--- src/rtl/spi_master_core.sv ---
// ---------------------------------------------------------------------------
// spi_master_core
//   SPI mode 0 (CPOL=0, CPHA=0), MSB-first master shift engine. SCLK is built
//   from a half-period tick counter running on clk. One word is moved per
//   start/done handshake.
//
// Handshake: start is sampled only while the engine is idle; the cycle it
//   is seen high there is the accept cycle, and tx_data is captured on that
//   cycle only. busy is high from the cycle after accept until done. done is
//   a single-cycle pulse that coincides with the first idle cycle, and
//   rx_data is valid from that cycle until the next done. A start seen
//   during the done cycle is accepted (back-to-back). start while busy is
//   dropped.
//
// Ports:
//   clk, rst_n      system clock, asynchronous active-low reset
//   start           transfer request (idle only)
//   tx_data         word to send, captured on accept
//   busy, done      transfer in progress / one-cycle completion pulse
//   rx_data         last received word
//   sclk, mosi      SPI clock (idles low) and master data out
//   miso            slave data in, assumed synchronous to clk
//   cs_n            active-low chip select
//   dbg_state_o     current FSM state, for observation only
// ---------------------------------------------------------------------------
module spi_master_core #(
  parameter int DATA_W = 8,
  parameter int DIV    = 4
) (
  input  logic              clk,
  input  logic              rst_n,
  input  logic              start,
  input  logic [DATA_W-1:0] tx_data,
  output logic              busy,
  output logic              done,
  output logic [DATA_W-1:0] rx_data,
  output logic              sclk,
  output logic              mosi,
  input  logic              miso,
  output logic              cs_n,
  output logic [1:0]        dbg_state_o
);

  localparam int HC_W = (DIV > 1) ? $clog2(DIV) : 1;
  localparam int BC_W = $clog2(DATA_W);
  localparam logic [HC_W-1:0] HC_LAST = HC_W'(DIV - 1);
  localparam logic [BC_W-1:0] BC_LAST = BC_W'(DATA_W - 1);

  typedef enum logic [1:0] {
    IDLE  = 2'd0,
    SETUP = 2'd1,
    XFER  = 2'd2,
    TAIL  = 2'd3
  } state_t;

  state_t            state_q, state_d;
  logic [HC_W-1:0]   hc_q, hc_d;
  logic [BC_W-1:0]   bit_cnt_q, bit_cnt_d;
  // Only the bits not yet on mosi are kept; the current bit lives in mosi_q.
  logic [DATA_W-2:0] tx_sr_q, tx_sr_d;
  logic [DATA_W-1:0] rx_sr_q, rx_sr_d;
  logic [DATA_W-1:0] rx_data_q, rx_data_d;
  logic              sclk_q, sclk_d;
  logic              mosi_q, mosi_d;
  logic              cs_n_q, cs_n_d;
  logic              busy_q, busy_d;
  logic              done_q, done_d;
  logic              tick;

  assign tick = (hc_q == HC_LAST);

  always_ff @(posedge clk or negedge rst_n) begin
    if (!rst_n) begin
      state_q   <= IDLE;
      hc_q      <= '0;
      bit_cnt_q <= '0;
      tx_sr_q   <= '0;
      rx_sr_q   <= '0;
      rx_data_q <= '0;
      sclk_q    <= 1'b0;
      mosi_q    <= 1'b0;
      cs_n_q    <= 1'b1;
      busy_q    <= 1'b0;
      done_q    <= 1'b0;
    end else begin
      state_q   <= state_d;
      hc_q      <= hc_d;
      bit_cnt_q <= bit_cnt_d;
      tx_sr_q   <= tx_sr_d;
      rx_sr_q   <= rx_sr_d;
      rx_data_q <= rx_data_d;
      sclk_q    <= sclk_d;
      mosi_q    <= mosi_d;
      cs_n_q    <= cs_n_d;
      busy_q    <= busy_d;
      done_q    <= done_d;
    end
  end

  always_comb begin
    state_d   = state_q;
    hc_d      = hc_q;
    bit_cnt_d = bit_cnt_q;
    tx_sr_d   = tx_sr_q;
    rx_sr_d   = rx_sr_q;
    rx_data_d = rx_data_q;
    sclk_d    = sclk_q;
    mosi_d    = mosi_q;
    cs_n_d    = cs_n_q;
    busy_d    = busy_q;
    done_d    = 1'b0;

    // Half-period counter free-runs outside IDLE and wraps on tick.
    if (state_q != IDLE) begin
      hc_d = tick ? '0 : hc_q + 1'b1;
    end

    case (state_q)
      IDLE: begin
        hc_d   = '0;
        sclk_d = 1'b0;
        if (start) begin
          tx_sr_d   = tx_data[DATA_W-2:0];
          mosi_d    = tx_data[DATA_W-1];
          cs_n_d    = 1'b0;
          busy_d    = 1'b1;
          bit_cnt_d = '0;
          state_d   = SETUP;
        end
      end
      SETUP: begin
        if (tick) begin
          sclk_d  = 1'b1;
          rx_sr_d = {rx_sr_q[DATA_W-2:0], miso};
          state_d = XFER;
        end
      end
      XFER: begin
        if (tick) begin
          if (sclk_q) begin
            // Falling edge: advance mosi unless this was the last bit.
            sclk_d = 1'b0;
            if (bit_cnt_q == BC_LAST) begin
              state_d = TAIL;
            end else begin
              mosi_d    = tx_sr_q[DATA_W-2];
              tx_sr_d   = tx_sr_q << 1;
              bit_cnt_d = bit_cnt_q + 1'b1;
            end
          end else begin
            // Rising edge: sample miso.
            sclk_d  = 1'b1;
            rx_sr_d = {rx_sr_q[DATA_W-2:0], miso};
          end
        end
      end
      TAIL: begin
        sclk_d = 1'b0;
        if (tick) begin
          cs_n_d    = 1'b1;
          mosi_d    = 1'b0;
          busy_d    = 1'b0;
          done_d    = 1'b1;
          rx_data_d = rx_sr_q;
          state_d   = IDLE;
        end
      end
      default: begin
        state_d = IDLE;
      end
    endcase
  end

  assign busy        = busy_q;
  assign done        = done_q;
  assign rx_data     = rx_data_q;
  assign sclk        = sclk_q;
  assign mosi        = mosi_q;
  assign cs_n        = cs_n_q;
  assign dbg_state_o = state_q;

endmodule

--- config.mk ---
export PLATFORM = sky130hd
export DESIGN_NAME = spi_master_core
export DESIGN_NICKNAME = d
export VERILOG_FILES = /design/src/rtl/spi_master_core.sv
export SDC_FILE = /design/constraint.sdc
export NUM_CORES = 1
export LEC_CHECK = 0
export BUFFER_PORTS_ARGS = -buffer_cell sky130_fd_sc_hd__buf_4
export CORE_UTILIZATION = 40
export DETAILED_ROUTE_END_ITERATION = 8
export GPL_TIMING_DRIVEN = 0
export PLACE_DENSITY = 0.66
export REMOVE_ABC_BUFFERS = 1
export SETUP_SLACK_MARGIN = 0.5
export SKIP_LAST_GASP = 1
export SYNTH_ARGS = -nofsm -noshare
export SYNTH_HDL_FRONTEND = slang
export SYNTH_SLANG_ARGS = --single-unit
--- constraint.sdc ---
create_clock -name clk -period 3.04 [get_ports clk]
set_input_delay 0.456 -clock clk [delete_from_list [all_inputs] [get_ports clk]]
set_output_delay 0.456 -clock clk [all_outputs]
set_load 0.05 [all_outputs]
Word level (Yosys, flattened, before mapping) --
Cells that the tools add are included.
Cells by class: add/sub/neg operators 2, multiply operators 0, divide/modulo/power cells 0, magnitude comparators 0, equal/unequal tests 13, shift-type cells 0, multiplexer cells 40, bitwise operators 0, reduce and logical (&&, ||, !) cells 15
Operators by type and width (count):
- 7-bit two-way mux | 4
- 8-bit two-way mux | 3
- 2-bit two-way mux | 9
- 2-bit inequality test, second input constant | 8
- 8-bit one-hot mux with 2 select lines | 1
- 7-bit one-hot mux with 2 select lines | 1
- 1-bit two-way mux | 12
- 3-bit two-way mux | 4
- 6-bit AND reduction | 2
- 2-bit nonzero test | 5
- 2-bit one-hot mux with 4 select lines | 1
- 2-bit equality test, second input constant | 3
- 1-bit one-hot mux with 3 select lines | 2
- 3-bit one-hot mux with 2 select lines | 1
- 5-bit AND reduction | 1
- 1-bit one-hot mux with 2 select lines | 2
- 2-bit AND reduction | 2
- 4-bit AND reduction | 1
- 3-bit by 1-bit adder with 3-bit output, second input constant | 1
- 3-bit equality test, second input constant | 1
- 3-bit AND reduction | 1
- 3-bit nonzero test | 1
- 2-bit by 1-bit adder with 2-bit output, second input constant | 1
- 2-bit by 1-bit equality test with 1-bit output, second input constant | 1
- other kinds (2) | 2
Word-level totals: register bits 35, bits in latches 0, RAM bits 0, memory bits (read-only) 0, input bits 12, output and inout bits 15, memories kept 0

Longest topological paths before layout --
depth after elaboration 5, depth in mapped cells 7, mapped depth without buffers 6

Worst setup path before layout --
Ideal clock, no wire load.
path kind reg2reg, from register state_q[0] (netlist: dbg_state_o[0]), to register state_q[1] (netlist: dbg_state_o[1]), setup time 0.128 ns, arrival 2.163 ns, slack 0.749 ns, stages on the path, launching flop included 7, path buffers 0, period minus slack after synthesis 2.291 ns, cell sequence dfrtp_1 inv_1 ha_1 and2b_1 a221o_1 a221oi_2 mux2_1
Between the ends: longest elaborated chain between the ends 3, elaborated cells between the ends (all ways) 12
RTL lines:
- from (decl) | line 56 | state_t state_q, state_d;
- from (signal assigned) | line 86 | state_q <= state_d;
- 2-bit equality test, or another cell as far along | line 118 | case (state_q)
- 2-bit inequality test (no source line)
- 6-bit AND reduction (no source line)
Several ways; a longest one is shown, not always the timed one. A chain may end at the register's enable or synchronous reset.

Final worst setup path --
from register state_q[0] (netlist: dbg_state_o[0]), to register rx_sr_q[5]
Between the ends: longest elaborated chain between the ends 3, elaborated cells between the ends (all ways) 8
RTL lines:
- 2-bit equality test / 2-bit by 1-bit equality test with 1-bit output (equally long branches) | line 118
- 2-bit inequality test (no source line) / 2-bit nonzero test (equally long branches)
- 4-bit AND reduction (no source line)
- to (signal assigned) | line 90 | rx_sr_q <= rx_sr_d;
- to (decl) | line 61 | logic [DATA_W-1:0] rx_sr_q, rx_sr_d;
Several ways; a longest one is shown, not always the timed one.

==> reports/qor.yml <==
final_layout:
  drive_above_1_share_pct: 33.1
  n_antenna_cell: 0
  area_delta_synth_final_pct: 21.2
  final_cell_area_sq_mm: 0.00195
  final_util_pct: 51.8
  fin_nets: 185
route:
  first_iter_violations: 25
  wirelength_um: 2750
  wire_per_inst_um: 13.0
  ant_nets: 0
  first_pass_iters: 4
  drc_errors: 0
  num_vias: 1064
  viasPerCell: 5.04
grt:
  grt_pass1_wl_um: 4640
  track_usage_pct: 14.3
  first_global_vias: 1035
  grt_overflow: 0
  antenna_found_initial: 0
  grt_max_degree: 36
cts:
  cts.repair.resized: 0
  ctsLongestPathBuffers: 2
  hold_buffers: 0
  cts_max_level: 2
  clk_pin_slew_ns: 0.07
  clk_latency_ns: 0.29
  cts_made_buffers: 5
  root_buffer: "clkbuf_8"
  cts.sinks: 35
  cts_tree: "built"
  post_cts_buffers: 0
logic_synthesis:
  synthTopCellsByArea: "dfrtp_1 (53%), mux2_2 (11%), ha_1 (8.5%), mux2i_1 (5.0%), a21oi_1 (3.1%)"
  synthCells: 133
  syn_area_sq_mm: 0.00161
  synth_common_cells: "dfrtp_1 (34), mux2_2 (16), inv_1 (13), ha_1 (11), a21oi_1 (10)"
  ys_seq_area_share_pct: 54.4
  synth_top_area_share_pct: 52.8
  avgSynthCellArea_sq_um: 12.1
  yosysWarnings: 0
  yosysTopAreaCell: "dfrtp_1"
  synth.distinct_cells: 28
  yosys_register_bits: 35
  synth_most_common_cell: "dfrtp_1"
  async_flop_share_pct: 100
  synth_edf_count: 0
  synth_top_flop_cell: "dfrtp_1"
floorplan:
  rows: 22
  fp.dieH_um: 65.5
  design.die.area_sq_mm: 0.00429
  die_x_um: 65.5
  pin_count: 27
  start_util_pct: 42.7
  core-area_sq_mm: 0.00377
sta:
  setup_ws_ns: 0.684
  maxSlewHeadroom_pct: 49.1
  fmaxAchievable_mhz: 424
  period_minus_slack_ns: 2.36
  slew_violations: 0
  totalNegativeSetupSlack_ns: 0
  tightest_slew_ns: 0.764
  skew_ns: 0.00761
  hold_viol: 0
  finalSetupViolCount: 0
  rsz0062_at_grt: "no"
  fin_crit_sh_pct: 77.5
critical_path:
  crit_fanout: 15
  required_ns: 3.22
  criticalPathCategory: "reg -> reg"
  start_kind: "flip-flop"
  reg2reg_depth: 5
  critPathCaptureType: "flip-flop"
  cp.arrival_ns: 2.53
power:
  swShare_pct: 22.0
  seq_power_share_pct: 55.3
  pwr-share-clk_pct: 41.1
  irDropWorstVdd_uv: 274
  pwr-share-comb_pct: 3.7
  switchingPower_uw: 189
  powerDensity_mw_per_mm2: 441
  cellInternalPower_uw: 672
  power.total_uw: 861
  p_leak_nw: 0.983
placement:
  portBuffers: 26
  dp_hpwl_um: 1920
  preCtsSetupSlack_ns: 0.637
  dpl-instance-area_sq_mm: 0.00185
  gp_congestion: 0.704
run:
  cap_violations: 0
hold_path:
  min_path_type: "in -> async"
status:
  status: "complete, no violations"
==> stage by stage <==
| step | hold WS (ns) | std cells |
|---|---|---|
| finish | 0.105 | 211 |
| global route | 0.132 | 211 |
| CTS | 0.118 | 211 |
| detailed placement | 0.436 | 203 |
| global placement | 0.426 | 203 |
| floorplan | 0.160 | 129 |
==> worst max-delay path: stages, from the launching register on <==
cell and delay [ns]:
dfrtp_1 0.43, inv_1 0.17, ha_1 0.62, nor3b_1 0.15, a31oi_2 0.47, mux2_2 0.40
==> layer usage <==
layer  track usage (%)  routed length, um  vias up
met5                 0                  0        -
met4              3.26                 30        0
met3              6.08                135        4
met2              24.0               1390       22
met1              17.0               1190      524
li1                  -                  -      514
==> flip-flops by register name (all words and copies together), names as in the netlist <==
register	cells
bit_cnt_q	3
mosi	1
rx_data	8
hc_q	2
cs_n	1
sclk	1
done	1
busy	1
dbg_state_o	2
rx_sr_q	8
tx_sr_q	7
==> placed cells by master, fill, tap and decap left out, types with 2 or more instances in the layout <==
master and instances:
mux2i_1 8, dfrtp_1 34, buf_4 26, nor3b_1 2, nor2_1 7, inv_1 13, mux2_2 16, ha_1 11
a21oi_1 9, clkbuf_8 6, nand3_1 3, o21ai_0 8, nand2_1 3
==> final timing paths <==
| check | startpoint | endpoint | slack [ns] |
|---|---|---|---|
| worst max-delay path | dbg_state_o[0] | rx_sr_q[5] | 0.68 |
| worst min-delay path | rst_n | rx_data[7] | 0.10 |
| worst max register to register | dbg_state_o[0] | rx_sr_q[5] | 0.68 |
| worst min register to register | hc_q[0] | hc_q[0] | 0.47 |
| max in group asynchronous | rst_n | cs_n | 2.60 |
| min in group clk | miso | rx_sr_q[0] | 0.40 |
==> cells by family after synthesis <==
| kind of cell | share of synthesized area, % |
|---|---|
| multiplexers | 16.8 |
| flip-flops | 54.4 |
| AND/OR/NAND/NOR | 7.22 |
| AO/OA/AOI/OAI | 8.93 |
| buffers and inverters | 4.04 |
| adder cells (fa/ha/maj) | 8.54 |
==> layout make-up <==
cell class | instances | area (sq um)
Tap cell | 48 | 60.1
Fill cell | 335 | 1820
Sequential cell | 35 | 877
Multi-Input combinational cell | 81 | 673
Clock buffer | 6 | 82.6
Timing Repair Buffer | 26 | 195
Inverter | 13 | 48.8
Clock inverter | 2 | 16.3
==> power by group through the flow <==
stage	Combinational, mW	Sequential [mW]	Clock (mW)
after floorplan	0.00737	0.486	0
after global placement	0.0311	0.484	0
after detailed placement	0.0324	0.485	0
after CTS	0.0326	0.476	0.367
after global routing	0.0348	0.476	0.391
final	0.0315	0.476	0.354
Power figures use the tool's default switching activity.
